$ cat src/rtl/rf_pkg.sv
// Register-file constants shared by the write-back path and its users.
package rf_pkg;

  localparam int RF_AW    = 5;
  localparam int RF_DW    = 32;
  localparam int RF_DEPTH = 32;

  localparam logic [RF_AW-1:0] RF_ZERO_ADDR = '0;

  // One-hot decode of a register address, used for hazard masks.
  function automatic logic [RF_DEPTH-1:0] onehot_addr(input logic [RF_AW-1:0] addr);
    logic [RF_DEPTH-1:0] m;
    m       = '0;
    m[addr] = 1'b1;
    return m;
  endfunction

endpackage

$ cat src/rtl/rr_arbiter.sv
// Round-robin arbiter: the first asserted request at or after ptr (wrapping)
// wins. Pure combinational; the caller owns the pointer.
module rr_arbiter #(
  parameter int N = 3,
  localparam int PW = (N > 1) ? $clog2(N) : 1
) (
  input  logic [N-1:0]  req,
  input  logic [PW-1:0] ptr,
  input  logic          en,
  output logic [N-1:0]  gnt,
  output logic [PW-1:0] gnt_idx
);

  // Scan N positions starting at ptr and take the first active request.
  always_comb begin
    int          idx;
    logic        found;
    logic [PW-1:0] pos;
    // NOTE: every output and temporary gets a default first so no path can
    // leave it unassigned, which would otherwise infer a latch.
    gnt     = '0;
    gnt_idx = '0;
    found   = 1'b0;
    idx     = 0;
    pos     = '0;
    if (en) begin
      for (int k = 0; k < N; k++) begin
        idx = int'(ptr) + k;
        if (idx >= N) idx = idx - N;
        pos = PW'(idx);
        if (!found && req[pos]) begin
          gnt[pos] = 1'b1;
          gnt_idx  = pos;
          found    = 1'b1;
        end
      end
    end
  end

endmodule

$ cat src/rtl/rf_wb_arbiter.sv
// Write-back arbiter: shares the register-file write port between NREQ
// requesters through a round-robin grant and a one-stage write buffer.
module rf_wb_arbiter
  import rf_pkg::*;
#(
  parameter int NREQ = 3,
  parameter int AW   = 5,
  parameter int DW   = 32,
  parameter int CW   = 16
) (
  input  logic                clk,
  input  logic                rst_n,
  input  logic                wb_en,
  input  logic [NREQ-1:0]     req_valid,
  input  logic [NREQ*AW-1:0]  req_addr,
  input  logic [NREQ*DW-1:0]  req_data,
  output logic [NREQ-1:0]     req_ready,
  output logic                rf_we,
  output logic [AW-1:0]       rf_wa,
  output logic [DW-1:0]       rf_wd,
  output logic [2**AW-1:0]    pend_mask,
  output logic [CW-1:0]       cont_cnt,
  input  logic                cont_clr
);

  localparam int PW    = (NREQ > 1) ? $clog2(NREQ) : 1;
  localparam int DEPTH = 2**AW;

  logic [PW-1:0] ptr;
  logic [PW-1:0] gnt_idx;
  logic          xfer;
  logic          contention;
  logic [AW-1:0] sel_addr;
  logic [DW-1:0] sel_data;

  rr_arbiter #(.N(NREQ)) u_arb (
    .req     (req_valid),
    .ptr     (ptr),
    .en      (wb_en),
    .gnt     (req_ready),
    .gnt_idx (gnt_idx)
  );

  assign xfer       = |(req_valid & req_ready);
  assign contention = wb_en && ($countones(req_valid) >= 2);

  // One-hot AND-OR mux of the granted requester's address and data.
  always_comb begin
    sel_addr = '0;
    sel_data = '0;
    for (int i = 0; i < NREQ; i++) begin
      if (req_ready[i]) begin
        sel_addr = sel_addr | req_addr[i*AW +: AW];
        sel_data = sel_data | req_data[i*DW +: DW];
      end
    end
  end

  // Write buffer: capture the winner; x0 writes complete the handshake but
  // never raise the write enable.
  always_ff @(posedge clk or negedge rst_n) begin
    // NOTE: the address/data buffer is reset along with the enable so the
    // register-file port shows defined values straight out of reset.
    if (!rst_n) begin
      rf_we <= 1'b0;
      rf_wa <= '0;
      rf_wd <= '0;
    end else if (xfer) begin
      // NOTE: sequential state uses non-blocking assignments so every
      // register samples pre-edge values regardless of statement order.
      rf_we <= (sel_addr != AW'(RF_ZERO_ADDR));
      rf_wa <= sel_addr;
      rf_wd <= sel_data;
    end else begin
      rf_we <= 1'b0;
    end
  end

  // Round-robin pointer: moves just past the winner after each transfer.
  always_ff @(posedge clk or negedge rst_n) begin
    if (!rst_n) begin
      ptr <= '0;
    end else if (xfer) begin
      ptr <= (gnt_idx == PW'(NREQ-1)) ? '0 : gnt_idx + 1'b1;
    end
  end

  // Saturating contention counter; clear beats increment.
  always_ff @(posedge clk or negedge rst_n) begin
    if (!rst_n) begin
      cont_cnt <= '0;
    end else if (cont_clr) begin
      cont_cnt <= '0;
    end else if (contention && (cont_cnt != {CW{1'b1}})) begin
      cont_cnt <= cont_cnt + 1'b1;
    end
  end

  // Pending-write mask decoded only from registered state.
  generate
    if (AW == RF_AW) begin : g_pend_rf
      assign pend_mask = rf_we ? onehot_addr(rf_wa) : '0;
    end else begin : g_pend_generic
      assign pend_mask = rf_we ? ({{(DEPTH-1){1'b0}}, 1'b1} << rf_wa) : '0;
    end
  endgenerate

endmodule

$ cat config.mk
export PLATFORM = sky130hd
export DESIGN_NAME = rf_wb_arbiter
export DESIGN_NICKNAME = d
export VERILOG_FILES = /design/src/rtl/rf_pkg.sv /design/src/rtl/rr_arbiter.sv /design/src/rtl/rf_wb_arbiter.sv
export SDC_FILE = /design/constraint.sdc
export NUM_CORES = 1
export LEC_CHECK = 0
export CAP_MARGIN = 15
export CORE_MARGIN = 2
export CORE_UTILIZATION = 35
export DETAILED_ROUTE_END_ITERATION = 6
export PLACE_DENSITY = 0.74
export SYNTH_ARGS = -nofsm -noshare
export SYNTH_HDL_FRONTEND = slang
export SYNTH_SLANG_ARGS = --single-unit
$ cat constraint.sdc
create_clock -name clk -period 4.6 [get_ports clk]
set_input_delay 0.92 -clock clk [delete_from_list [all_inputs] [get_ports clk]]
set_output_delay 0.92 -clock clk [all_outputs]
set_load 0.01 [all_outputs]
# Yosys cells after proc, flatten, opt, wreduce, memory -nomap -nowiden
# Cells that the tools add are included.
[word_totals] elab_cells=93 reg_bits=56 output_inout_bits=89
[op_classes] add_sub_neg=9 reduce_logical=13 n_eq_ne=2 n_lt_le_gt_ge=12 n_mux=45 bitwise_logic=7
[ops] operator="2-to-1 mux 32 bit" n=4
[ops] operator="OR 32 bit" n=2
[ops] operator="2-to-1 mux 16 bit" n=2
[ops] operator="2-to-1 mux 2 bit" n=11
[ops] operator="2-to-1 mux 3 bit" n=6
[ops] operator="adder 16 x 1 -> 16 bit (second input constant)" n=1
[ops] operator="inequality test 16 bit (second input constant)" n=1
[ops] operator="2-to-1 mux 5 bit" n=3
[ops] operator="2-to-1 mux 1 bit" n=12
[ops] operator="OR 5 bit" n=2
[ops] operator=">= comparator 3 x 2 -> 1 bit (second input constant)" n=3
[ops] operator="< comparator 2 x 3 -> 1 bit (second input constant)" n=3
[ops] operator="logical AND 1 bit" n=8
[ops] operator="binary-select mux 1 bit (select 2 bit)" n=3
[ops] operator="demux 1 bit (select 2 bit)" n=3
[ops] operator=">= comparator 2 x 1 -> 1 bit (second input constant)" n=3
[ops] operator="< comparator 5 x 6 -> 1 bit (second input constant)" n=1
[ops] operator="OR 3 bit" n=2
[ops] operator="demux 1 bit (select 5 bit)" n=1
[ops] operator=">= comparator 5 x 1 -> 1 bit (second input constant)" n=1
[ops] operator="nonzero test 5 bit" n=1
[ops] operator="subtractor 2 x 1 -> 2 bit (second input constant)" n=2
[ops] operator="adder 2 x 1 -> 3 bit" n=1
[ops] operator="adder 2 x 1 -> 3 bit (second input constant)" n=1
[ops] operator="10 further kinds" n=11

# Longest topological paths before layout
# Gate-level depths: netlist (run 1).
[logic_depth] ltp_word=22 depth_mapped=12

# By module
# A second synthesis (run 1) with hierarchy kept.
[hier_totals] hier_cells=393 hier_area_um2=3424.5
[modules_own_cells] mod="rf_wb_arbiter" n_inst=1 cells_per_inst=339 area_each_um2=3044.2
[modules_own_cells] mod="rr_arbiter" n_inst=1 cells_per_inst=54 area_each_um2=380.4

# Worst setup path after synthesis (run 1)
# OpenSTA, ideal clock, no wires.
[synth_path] path_kind="input port to output port" startpoint="in req_valid[1]" endpoint="out req_ready[0]" t_required_ns=3.680 arrival_ns=2.194 path_stages=6 setup_slack_ns=1.486 path_cell_list="buf_2 -> nor2_1 -> a31oi_1 -> o21a_1 -> a31oi_1 -> clkbuf_1"
[synth_between] elab_chain_len=12
[synth_rtl] item="start: declaration" line="rf_wb_arbiter.sv:14" rtl="input logic [NREQ-1:0] req_valid,"
[synth_rtl] item="binary-select mux 1 bit (select 2 bit)" line="rr_arbiter.sv:31" rtl="if (!found && req[pos]) begin"
[synth_rtl] item="2-to-1 mux 1 bit (implied by the code)" line="rr_arbiter.sv:31"
[synth_rtl] item="2-to-1 mux 1 bit" line="rr_arbiter.sv:31"
[synth_rtl] item="2-to-1 mux 1 bit" line="rr_arbiter.sv:26" rtl="if (en) begin"
[synth_rtl] item="zero test 1 bit" line="rr_arbiter.sv:31"
[synth_rtl] item="logical AND 1 bit" line="rr_arbiter.sv:31"
[synth_rtl] item="2-to-1 mux 1 bit" line="rr_arbiter.sv:31"
[synth_rtl] item="2-to-1 mux 1 bit" line="rr_arbiter.sv:26"
[synth_rtl] item="zero test 1 bit" line="rr_arbiter.sv:31"
[synth_rtl] item="logical AND 1 bit" line="rr_arbiter.sv:31"
[synth_rtl] item="2-to-1 mux 3 bit (*)" line="rr_arbiter.sv:31"
[synth_rtl] item="2-to-1 mux 3 bit (*)" line="rr_arbiter.sv:26"
[synth_rtl] item="end: declaration" line="rf_wb_arbiter.sv:17" rtl="output logic [NREQ-1:0] req_ready,"
# Mark *: on every way between the ends. The rest lies on a longest branch, timed or not. The select of a mux whose other input is x is not followed.

# Worst setup path after layout (run 1)
[layout_path] startpoint="in req_valid[0]" endpoint="out req_ready[2]"
# Same word-level chain as after synthesis.

==> flow_metrics.env, run 1 <==
export IMPL_status="complete, but fails checks"
export IMPL_violations="design-rule violations"
export IMPL_grt_pass1_wl_mm=17.4
export IMPL_min_period_ns=4.14
export IMPL_syn_inst=366
export IMPL_top_layer="met4"
export IMPL_relSlewSlack=0.528
export IMPL_fin_nets=688
export IMPL_synthTopCellsByArea="dfrtp_1 41%, mux2i_1 11%, a222oi_1 11%"
export IMPL_drtPass1Iterations=7
export IMPL_drive_gt1_frac=0.0425
export IMPL_crit_required_ns=3.68
export IMPL_final_area_sq_mm=0.00575
export IMPL_drc_errors=8
export IMPL_grt_max_degree=57
export IMPL_finalCritPeriodShare=0.901
export IMPL_placed_cell_area_sq_mm=0.00566
export IMPL_wl_per_cell_um=16.9
export IMPL_finalWeightedCongestion=0.788
export IMPL_cts_made_buffers=5
export IMPL_synth_cell_type_count=49
export IMPL_rows=36
export IMPL_via_per_inst=5.27
export IMPL_cts_resized=0
export IMPL_leakage_nw=2.23
export IMPL_met1_length_mm=4.78
export IMPL_finalSetupTns_ns=0
export IMPL_hp_class="register to register"
export IMPL_yosys_warnings=0
export IMPL_critPathMaxFanout=9
export IMPL_layout_common_cells="205 x clkdlybuf4s50_1, 56 x dfrtp_1, 54 x nor2_1, 41 x inv_1, 38 x mux2i_1"
export IMPL_setup_viol=0
export IMPL_path_cells="clkdlybuf4s50_1, mux2_2, or4_1, a31oi_4, clkdlybuf4s50_1"
export IMPL_drt_iter0_markers=225
export IMPL_coreArea_sq_mm=0.00964
export IMPL_synth_top_area_frac=0.407
export IMPL_cts_setup_buffers=0
export IMPL_max_stage_delay_ns=0.63
export IMPL_wl_met2_mm=5.90
export IMPL_fmaxAchievable_ghz=0.241
export IMPL_cts_tree="built"
export IMPL_grt_pass1_vias=3518
export IMPL_ant_nets=0
export IMPL_critical_path_class="primary input to output port"
export IMPL_rsz0062_at_grt="false"
export IMPL_regArea_sq_mm=0.00140
export IMPL_root_buffer="clkbuf_8"
export IMPL_power_mw=2.18
export IMPL_dieArea_sq_mm=0.0106
export IMPL_grt_remaining_overflow=0
export IMPL_grt_total_usage=0.208
export IMPL_multiInputGateArea_sq_mm=0.00180
export IMPL_crit_top_cell="clkdlybuf4s50_1"
export IMPL_synth_largest_area_cell="dfrtp_1"
export IMPL_yosysSeqAreaShare=0.407
export IMPL_nFillCells=850
export IMPL_htree_levels=2
export IMPL_start_kind="primary input"
export IMPL_syn_area_per_cell_sq_um=9.41
export IMPL_met3_length_um=926
export IMPL_clk_latency_ns=0.30
export IMPL_power_density_mw_per_mm2=378
export IMPL_crit_path_top_delay_cell="clkdlybuf4s50_1"
export IMPL_slew_violations=0
export IMPL_clock_sinks=56
export IMPL_place_hpwl_mm=9.10
export IMPL_final_common_cell="clkdlybuf4s50_1"
export IMPL_cts_buffer_depth=2
export IMPL_clkTransAtPathRegs_ns=0.10
export IMPL_tightest_slew_ns=0.708
export IMPL_vias=3680
export IMPL_cap_violations=0
export IMPL_synth_edff_count=0
export IMPL_hold_viol_final=0
export IMPL_synthFlopType="dfrtp_1"
export IMPL_finalClockSkew_ns=0.0139
export IMPL_netlist_area_sq_mm=0.00344
export IMPL_start_util=0.357
export IMPL_synth_fp_nets=490
export IMPL_synthArstFlopShare=1.00
export IMPL_crit_path_end_kind="output port"
export IMPL_vdd_ir_drop_max_v=0.000172
export IMPL_antenna_found_initial=0
export IMPL_area_growth_syn_to_layout_pct=67.1
export IMPL_die_x_um=103
export IMPL_worst_ep_arrival_time_ns=3.22
export IMPL_routed_wl_mm=11.8
export IMPL_diodes=0
export IMPL_die_h_um=103
export IMPL_postCtsHoldBufs=0
export IMPL_ys_ff_latch=56
export IMPL_pin_count=207
export IMPL_numPortBuffers=206
[Yosys cell counts, types with 4 or more instances]
master,count
a222oi_1,37
inv_1,41
xnor2_1,6
ha_1,6
a21oi_1,4
nor3_1,4
clkbuf_1,13
mux2i_1,38
dfrtp_1,56
nor2_1,54
buf_2,6
nand2_1,12
nand3_1,21
xor2_1,9
a31oi_1,4
nor2b_1,4
[layer usage]
metal / GRT usage / up-vias
li1: - / 1738
met1: 0.248 / 1771
met2: 0.370 / 155
met3: 0.0538 / 16
met4: 0.0597 / 0
met5: 0 / -
[registers in the layout, summed over array words and instances, names as in the netlist]
name and flops:
cont_cnt 16, ptr 2, rf_wa 5, rf_wd 32, rf_we 1
[report_power, final]
group	switching, mW	internal (mW)	total [mW]
registers	0.0775	0.607	0.684
logic	0.603	0.613	1.22
clock network	0.152	0.123	0.275
[final cells by class]
cell class / instances / area share
flip-flops and latches: 56 / 0.244
inverters: 41 / 0.0268
clock inverters: 1 / 0.00130
multi-input cells: 245 / 0.313
repair buffers: 215 / 0.371
clock buffers: 7 / 0.0150
well taps: 133 / 0.0289
[final timing paths]
kind	startpoint	end	slack, ns	cells after the start
min reg2reg	rf_wd[3]	rf_wd[3]	0.52	2
max reg2reg	ptr[0]	rf_wd[18]	0.84	10
min	rf_wd[3]	rf_wd[3]	0.52	2
max in group asynchronous	rst_n	rf_wa[1]	3.38	2
max	req_valid[0]	req_ready[2]	0.46	5
min in group asynchronous	rst_n	cont_cnt[6]	0.74	2
[through the flow]
| stage | util | std cells | hold slack [ns] | setup WS [ns] |
|---|---|---|---|---|
| final | 0.597 | 698 | 0.525 | 0.456 |
| after detailed placement | 0.587 | 690 | 0.508 | 0.354 |
| after CTS | 0.597 | 698 | 0.526 | 0.457 |
| after global placement | 0.587 | 690 | 0.504 | 0.475 |
| after floorplan | - | 366 | 0.512 | 1.49 |
| after global routing | 0.597 | 698 | 0.543 | 0.376 |
[cells by family (layout without fill, tap and decap cells)]
kind of cell | Yosys count | count (layout) | share of synthesized area
compound gates | 64 | 64 | 0.164
xor+xnor | 15 | 15 | 0.0382
fa+ha+maj | 6 | 6 | 0.0218
buf+inv | 65 | 264 | 0.0832
flops | 56 | 56 | 0.407
mux | 40 | 40 | 0.117
simple gates | 120 | 120 | 0.169
[critical path, delay by kind of cell]
kind                   cells  cell delay [ns]
and+or+nand+nor            1             0.54
muxes                      1             0.36
AOI/OAI and AO/OA          1             0.21
buffers and inverters      2             1.19
No activity file was read; power rests on OpenSTA's default activity.
==> run 2: changes to the inputs <==
- CORE_ASPECT_RATIO: not set -> 1.2
- GPL_TIMING_DRIVEN: not set -> 0
- SETUP_SLACK_MARGIN: not set -> 0.2
==> run 2 against run 1 <==
  * The flow now finishes without violations
  * Highest routed layer unchanged
  * Critical path type unchanged
  * Die area about the same
  * Global-route usage increased by 3.2 points
  * Register-to-register slack better by 0.77 ns
==> flow_metrics.env, run 2 (synthesis results as in run 1) <==
export IMPL_r2r_start="ptr[0]"
export IMPL_switching_share=0.380
export IMPL_clock_sinks=56
export IMPL_crit_path_end_kind="output port"
export IMPL_cts_buffer_depth=2
export IMPL_cap_violations=0
export IMPL_layout_common_cells="203 x clkdlybuf4s50_1, 56 x dfrtp_1, 54 x nor2_1, 41 x inv_1, 38 x mux2i_1"
export IMPL_setup_viol=0
export IMPL_drt_iter0_markers=294
export IMPL_clkTransAtPathRegs_ns=0.07
export IMPL_via_per_inst=5.36
export IMPL_pin_count=207
export IMPL_multiInputGateArea_sq_mm=0.00179
export IMPL_fin_nets=704
export IMPL_placed_cells_incl_taps=696
export IMPL_grt_remaining_overflow=0
export IMPL_leakage_nw=2.32
export IMPL_hold_depth=2
export IMPL_grt_total_usage=0.240
export IMPL_stdcell_count=703
export IMPL_drc_errors=0
export IMPL_dieArea_sq_mm=0.0107
export IMPL_critPathMaxFanout=10
export IMPL_root_buffer="clkbuf_16"
export IMPL_coreArea_sq_mm=0.00956
export IMPL_numPortBuffers=206
export IMPL_routed_wl_mm=12.9
export IMPL_power_switching_mw=0.882
export IMPL_antenna_found_initial=0
export IMPL_power_internal_mw=1.44
export IMPL_drtPass1Iterations=5
export IMPL_cts_made_buffers=5
export IMPL_hp_class="register to register"
export IMPL_largest_reg_flops=32
export IMPL_tightest_slew_ns=0.654
export IMPL_p_clk_frac=0.160
export IMPL_utilization=0.612
export IMPL_hold_path_endpoint="rf_wd[10]"
export IMPL_regArea_sq_mm=0.00140
export IMPL_diodes=0
export IMPL_place_hpwl_mm=10.3
export IMPL_drive_gt1_frac=0.0517
export IMPL_reg2reg_to="rf_we"
export IMPL_placed_cell_area_sq_mm=0.00567
export IMPL_wl_per_cell_um=18.4
export IMPL_grt_max_degree=31
export IMPL_relSlewSlack=0.561
export IMPL_power_frac_comb=0.545
export IMPL_htree_levels=2
export IMPL_nFillCells=834
export IMPL_rsz0062_at_grt="true"
export IMPL_area_growth_syn_to_layout_pct=70.1
export IMPL_grt_pass1_vias=3902
export IMPL_cts_tree="built"
export IMPL_reg2reg_depth=10
export IMPL_reg_top3="rf_wd x32, cont_cnt x16, rf_wa x5"
export IMPL_finalCritPeriodShare=0.951
export IMPL_dp_slack_ns=-0.213
export IMPL_seq_power_share=0.295
export IMPL_rows=39
export IMPL_die_x_um=94.5
export IMPL_hold_viol_final=0
export IMPL_vias=3768
export IMPL_final_area_sq_mm=0.00586
export IMPL_die_h_um=113
export IMPL_final_common_cell="clkdlybuf4s50_1"
export IMPL_status="finished, final reports clean"
export IMPL_vdd_ir_drop_max_v=0.000195
export IMPL_hp_start="rf_wd[10]"
export IMPL_clk_latency_ns=0.29
export IMPL_fmaxAchievable_ghz=0.229
export IMPL_finalWeightedCongestion=0.793
export IMPL_ant_nets=0
export IMPL_power_density_mw_per_mm2=397
export IMPL_finalClockSkew_ns=0.00698
export IMPL_worst_ep_arrival_time_ns=3.45
export IMPL_min_period_ns=4.37
export IMPL_start_kind="primary input"
export IMPL_crit_required_ns=3.68
export IMPL_critical_path_class="primary input to output port"
export IMPL_layout_setup_ws_ns=0.226
export IMPL_start_util=0.360
export IMPL_slew_violations=0
export IMPL_grt_pass1_wl_mm=19.9
export IMPL_largest_register="rf_wd"
export IMPL_r2r_setup_slack_ns=1.61
export IMPL_power_mw=2.32
run 2: area by class of cell:
cell class	instances	area share
clock inverter	2	0.00214
sequential	56	0.239
clock buffer	5	0.0214
multi-input combinational	245	0.305
buffer	24	0.0237
tap	123	0.0263
timing repair buffer	207	0.355
inverter	41	0.0263
run 2: how the worst max path moves through the flow:
stage | from | end | slack, ns | depth (start not counted)
2_1_floorplan | req_valid[1] | req_ready[0] | 1.49 | 6
3_3_place_gp | req_valid[0] | req_ready[0] | -0.13 | 7
3_5_place_dp | req_valid[0] | req_ready[0] | -0.21 | 7
4_1_cts | req_valid[0] | req_ready[0] | 0.06 | 7
5_1_grt | req_valid[1] | req_ready[0] | 0.1 | 8
6_report | req_valid[1] | req_ready[0] | 0.23 | 8
run 2: timing repair:
item | 4_1_cts | 5_1_grt
resized for setup | 5 | 7
endpoints found under the setup margin | 3 | 3
buffers inserted | 0 | 0
pin swaps | 0 | 0
hold buffers | 0 | 0
run 2: critical path, stage by stage:
cell and delay (ns):
clkdlybuf4s50_1 0.47, buf_2 0.21, nor4bb_1 0.30, a31oi_1 0.10, o21a_1 0.21, a31oi_2 0.33, clkbuf_2 0.32, clkdlybuf4s50_1 0.59
run 2: power groups by stage:
stage,Sequential (mW),Clock [mW],Combinational (mW)
floorplan,0.736,0,0.640
global placement,0.691,0,1.22
detailed placement,0.696,0,1.25
CTS,0.686,0.383,1.26
global route,0.701,0.406,1.36
finish,0.685,0.372,1.27
run 2: stage by stage:
| stage | hold WS [ns] | setup TNS [ns] |
|---|---|---|
| 2_1_floorplan | 0.512 | 0 |
| 3_3_place_gp | 0.506 | -0.131 |
| 3_5_place_dp | 0.508 | -0.255 |
| 4_1_cts | 0.522 | 0 |
| 5_1_grt | 0.541 | 0 |
| 6_report | 0.516 | 0 |
run 2: routing by layer:
metal	GRT usage	up-vias	wire, um
li1	-	1764	-
met1	0.259	1799	4670
met2	0.449	186	6680
met3	0.0732	19	1310
met4	0.0628	0	275
met5	0	-	0
==> run 3: changes to the inputs <==
- CAP_MARGIN: 15 -> not set
- SETUP_SLACK_MARGIN: 0.2 -> 0.3
- SLEW_MARGIN: not set -> 40
==> run 3 against run 2 <==
  * Sequential power about the same
  * Sequential cell count unchanged
  * Maximum frequency increased by 5.1%
==> flow_metrics.env, run 3 (synthesis results as in run 1) <==
export IMPL_met1_usage=0.263
export IMPL_diodes=0
export IMPL_area_growth_syn_to_layout_pct=71.4
export IMPL_fmaxAchievable_ghz=0.240
export IMPL_grt_use_met2=0.466
export IMPL_final_area_sq_mm=0.00590
export IMPL_crit_required_ns=3.68
export IMPL_cts_setup_buffers=0
export IMPL_rsz0062_at_grt="false"
export IMPL_die_x_um=94.5
export IMPL_cts_buffer_depth=2
export IMPL_crit_path_top_delay_cell="clkdlybuf4s50_1"
export IMPL_coreArea_sq_mm=0.00956
export IMPL_slew_violations=0
export IMPL_met3_usage=0.0698
export IMPL_status="finished, final reports clean"
export IMPL_dp_slack_ns=-0.169
export IMPL_crit_top_cell="clkdlybuf4s50_1"
export IMPL_relSlewSlack=0.589
export IMPL_start_kind="primary input"
export IMPL_cap_violations=0
export IMPL_finalWeightedCongestion=0.793
export IMPL_hold_viol_final=0
export IMPL_finalSetupTns_ns=0
export IMPL_clk_latency_ns=0.29
export IMPL_vias=3763
export IMPL_finalCritPeriodShare=0.905
export IMPL_fin_nets=704
export IMPL_drt_iter0_markers=329
export IMPL_max_stage_delay_ns=0.56
export IMPL_crit_start="req_valid[1]"
export IMPL_crit_end="req_ready[0]"
export IMPL_setup_viol=0
export IMPL_wl_per_cell_um=18.7
export IMPL_drtPass1Iterations=6
export IMPL_leakage_nw=2.32
export IMPL_antenna_found_initial=0
export IMPL_r2r_start="ptr[0]"
export IMPL_min_period_ns=4.16
export IMPL_reg_top3="rf_wd x32, cont_cnt x16, rf_wa x5"
export IMPL_busiest_layer="met2"
export IMPL_largest_register="rf_wd"
export IMPL_reg2reg_to="ptr[1]"
export IMPL_cts_tree="built"
export IMPL_routed_wl_mm=13.1
export IMPL_grt_pass1_wl_mm=20.0
export IMPL_place_hpwl_mm=10.3
export IMPL_reg2reg_depth=10
export IMPL_start_util=0.360
export IMPL_finalClockSkew_ns=0.00576
export IMPL_ant_nets=0
export IMPL_htree_levels=2
export IMPL_critPathMaxFanout=10
export IMPL_largest_reg_flops=32
export IMPL_hp_class="register to register"
export IMPL_dieArea_sq_mm=0.0107
export IMPL_grt_remaining_overflow=0
export IMPL_vdd_ir_drop_max_v=0.000231
export IMPL_rows=39
export IMPL_r2r_setup_slack_ns=1.58
export IMPL_placed_cell_area_sq_mm=0.00568
export IMPL_hold_slack_ns=0.518
export IMPL_grt_pass1_vias=3801
export IMPL_numPortBuffers=206
export IMPL_die_h_um=113
export IMPL_clock_sinks=56
export IMPL_drive_gt1_frac=0.0534
export IMPL_grt_total_usage=0.241
export IMPL_layout_setup_ws_ns=0.437
export IMPL_drc_errors=0
export IMPL_final_common_cell="clkdlybuf4s50_1"
export IMPL_layout_common_cells="203 x clkdlybuf4s50_1, 56 x dfrtp_1, 54 x nor2_1, 41 x inv_1, 38 x mux2i_1"
export IMPL_cts_made_buffers=5
export IMPL_critical_path_class="primary input to output port"
export IMPL_pin_count=207
export IMPL_tightest_slew_ns=0.612
export IMPL_postCtsHoldBufs=0
export IMPL_worst_ep_arrival_time_ns=3.24
export IMPL_via_per_inst=5.35
export IMPL_power_mw=2.40
export IMPL_clkTransAtPathRegs_ns=0.07
export IMPL_root_buffer="clkbuf_16"
export IMPL_nFillCells=820
export IMPL_crit_path_end_kind="output port"
export IMPL_path_cells="clkdlybuf4s50_1, clkbuf_4, nor4bb_2, a31oi_1, o21a_1, a31oi_4, buf_4, clkdlybuf4s50_1"
export IMPL_power_density_mw_per_mm2=407
export IMPL_grt_max_degree=31
run 3: how the worst min path moves through the flow:
stage	cells after the start	end	start
6_report	2	rf_wd[10]	rf_wd[10]
5_1_grt	2	rf_wd[11]	rf_wd[11]
4_1_cts	2	rf_wd[10]	rf_wd[10]
3_5_place_dp	2	rf_wd[10]	rf_wd[10]
3_3_place_gp	2	rf_wd[20]	rf_wd[20]
2_1_floorplan	1	ptr[1]	ptr[1]
run 3: worst max-delay path: cells and delay by family:
kind                   cells  cell delay, ns
AO/OA/AOI/OAI              3            0.59
buffers and inverters      4            1.46
AND/OR/NAND/NOR            1            0.26
run 3: repair_timing:
action / in CTS / in global routing
endpoints found under the setup margin: 3 / 2
resized for setup: 12 / 6
gates cloned: 0 / 0
endpoints found under the hold margin: 0 / 0
run 3: through the flow:
stage / utilization / instances
2_1_floorplan: - / 366
3_3_place_gp: 0.592 / 695
3_5_place_dp: 0.594 / 696
4_1_cts: 0.615 / 704
5_1_grt: 0.617 / 704
6_report: 0.617 / 704
run 3: final cells by class:
cell class,instances,area (sq um),share of cell area
sequential,56,1400,0.237
buffer,24,146,0.0248
inverter,41,154,0.0261
tap,123,154,0.0261
clock inverter,2,35.0,0.00594
multi-input combinational,245,1800,0.306
timing repair buffer,207,2080,0.352
clock buffer,6,129,0.0218
run 3: power breakdown:
part | switching (mW) | internal [mW]
sequential | 0.0781 | 0.607
combinational | 0.641 | 0.640
clock | 0.176 | 0.257
run 3: per-layer routing:
layer  vias to the layer above  wire, um
li1                       1769         -
met1                      1795      4810
met2                       189      6970
met3                        10      1280
met4                         0        71
met5                         -         0
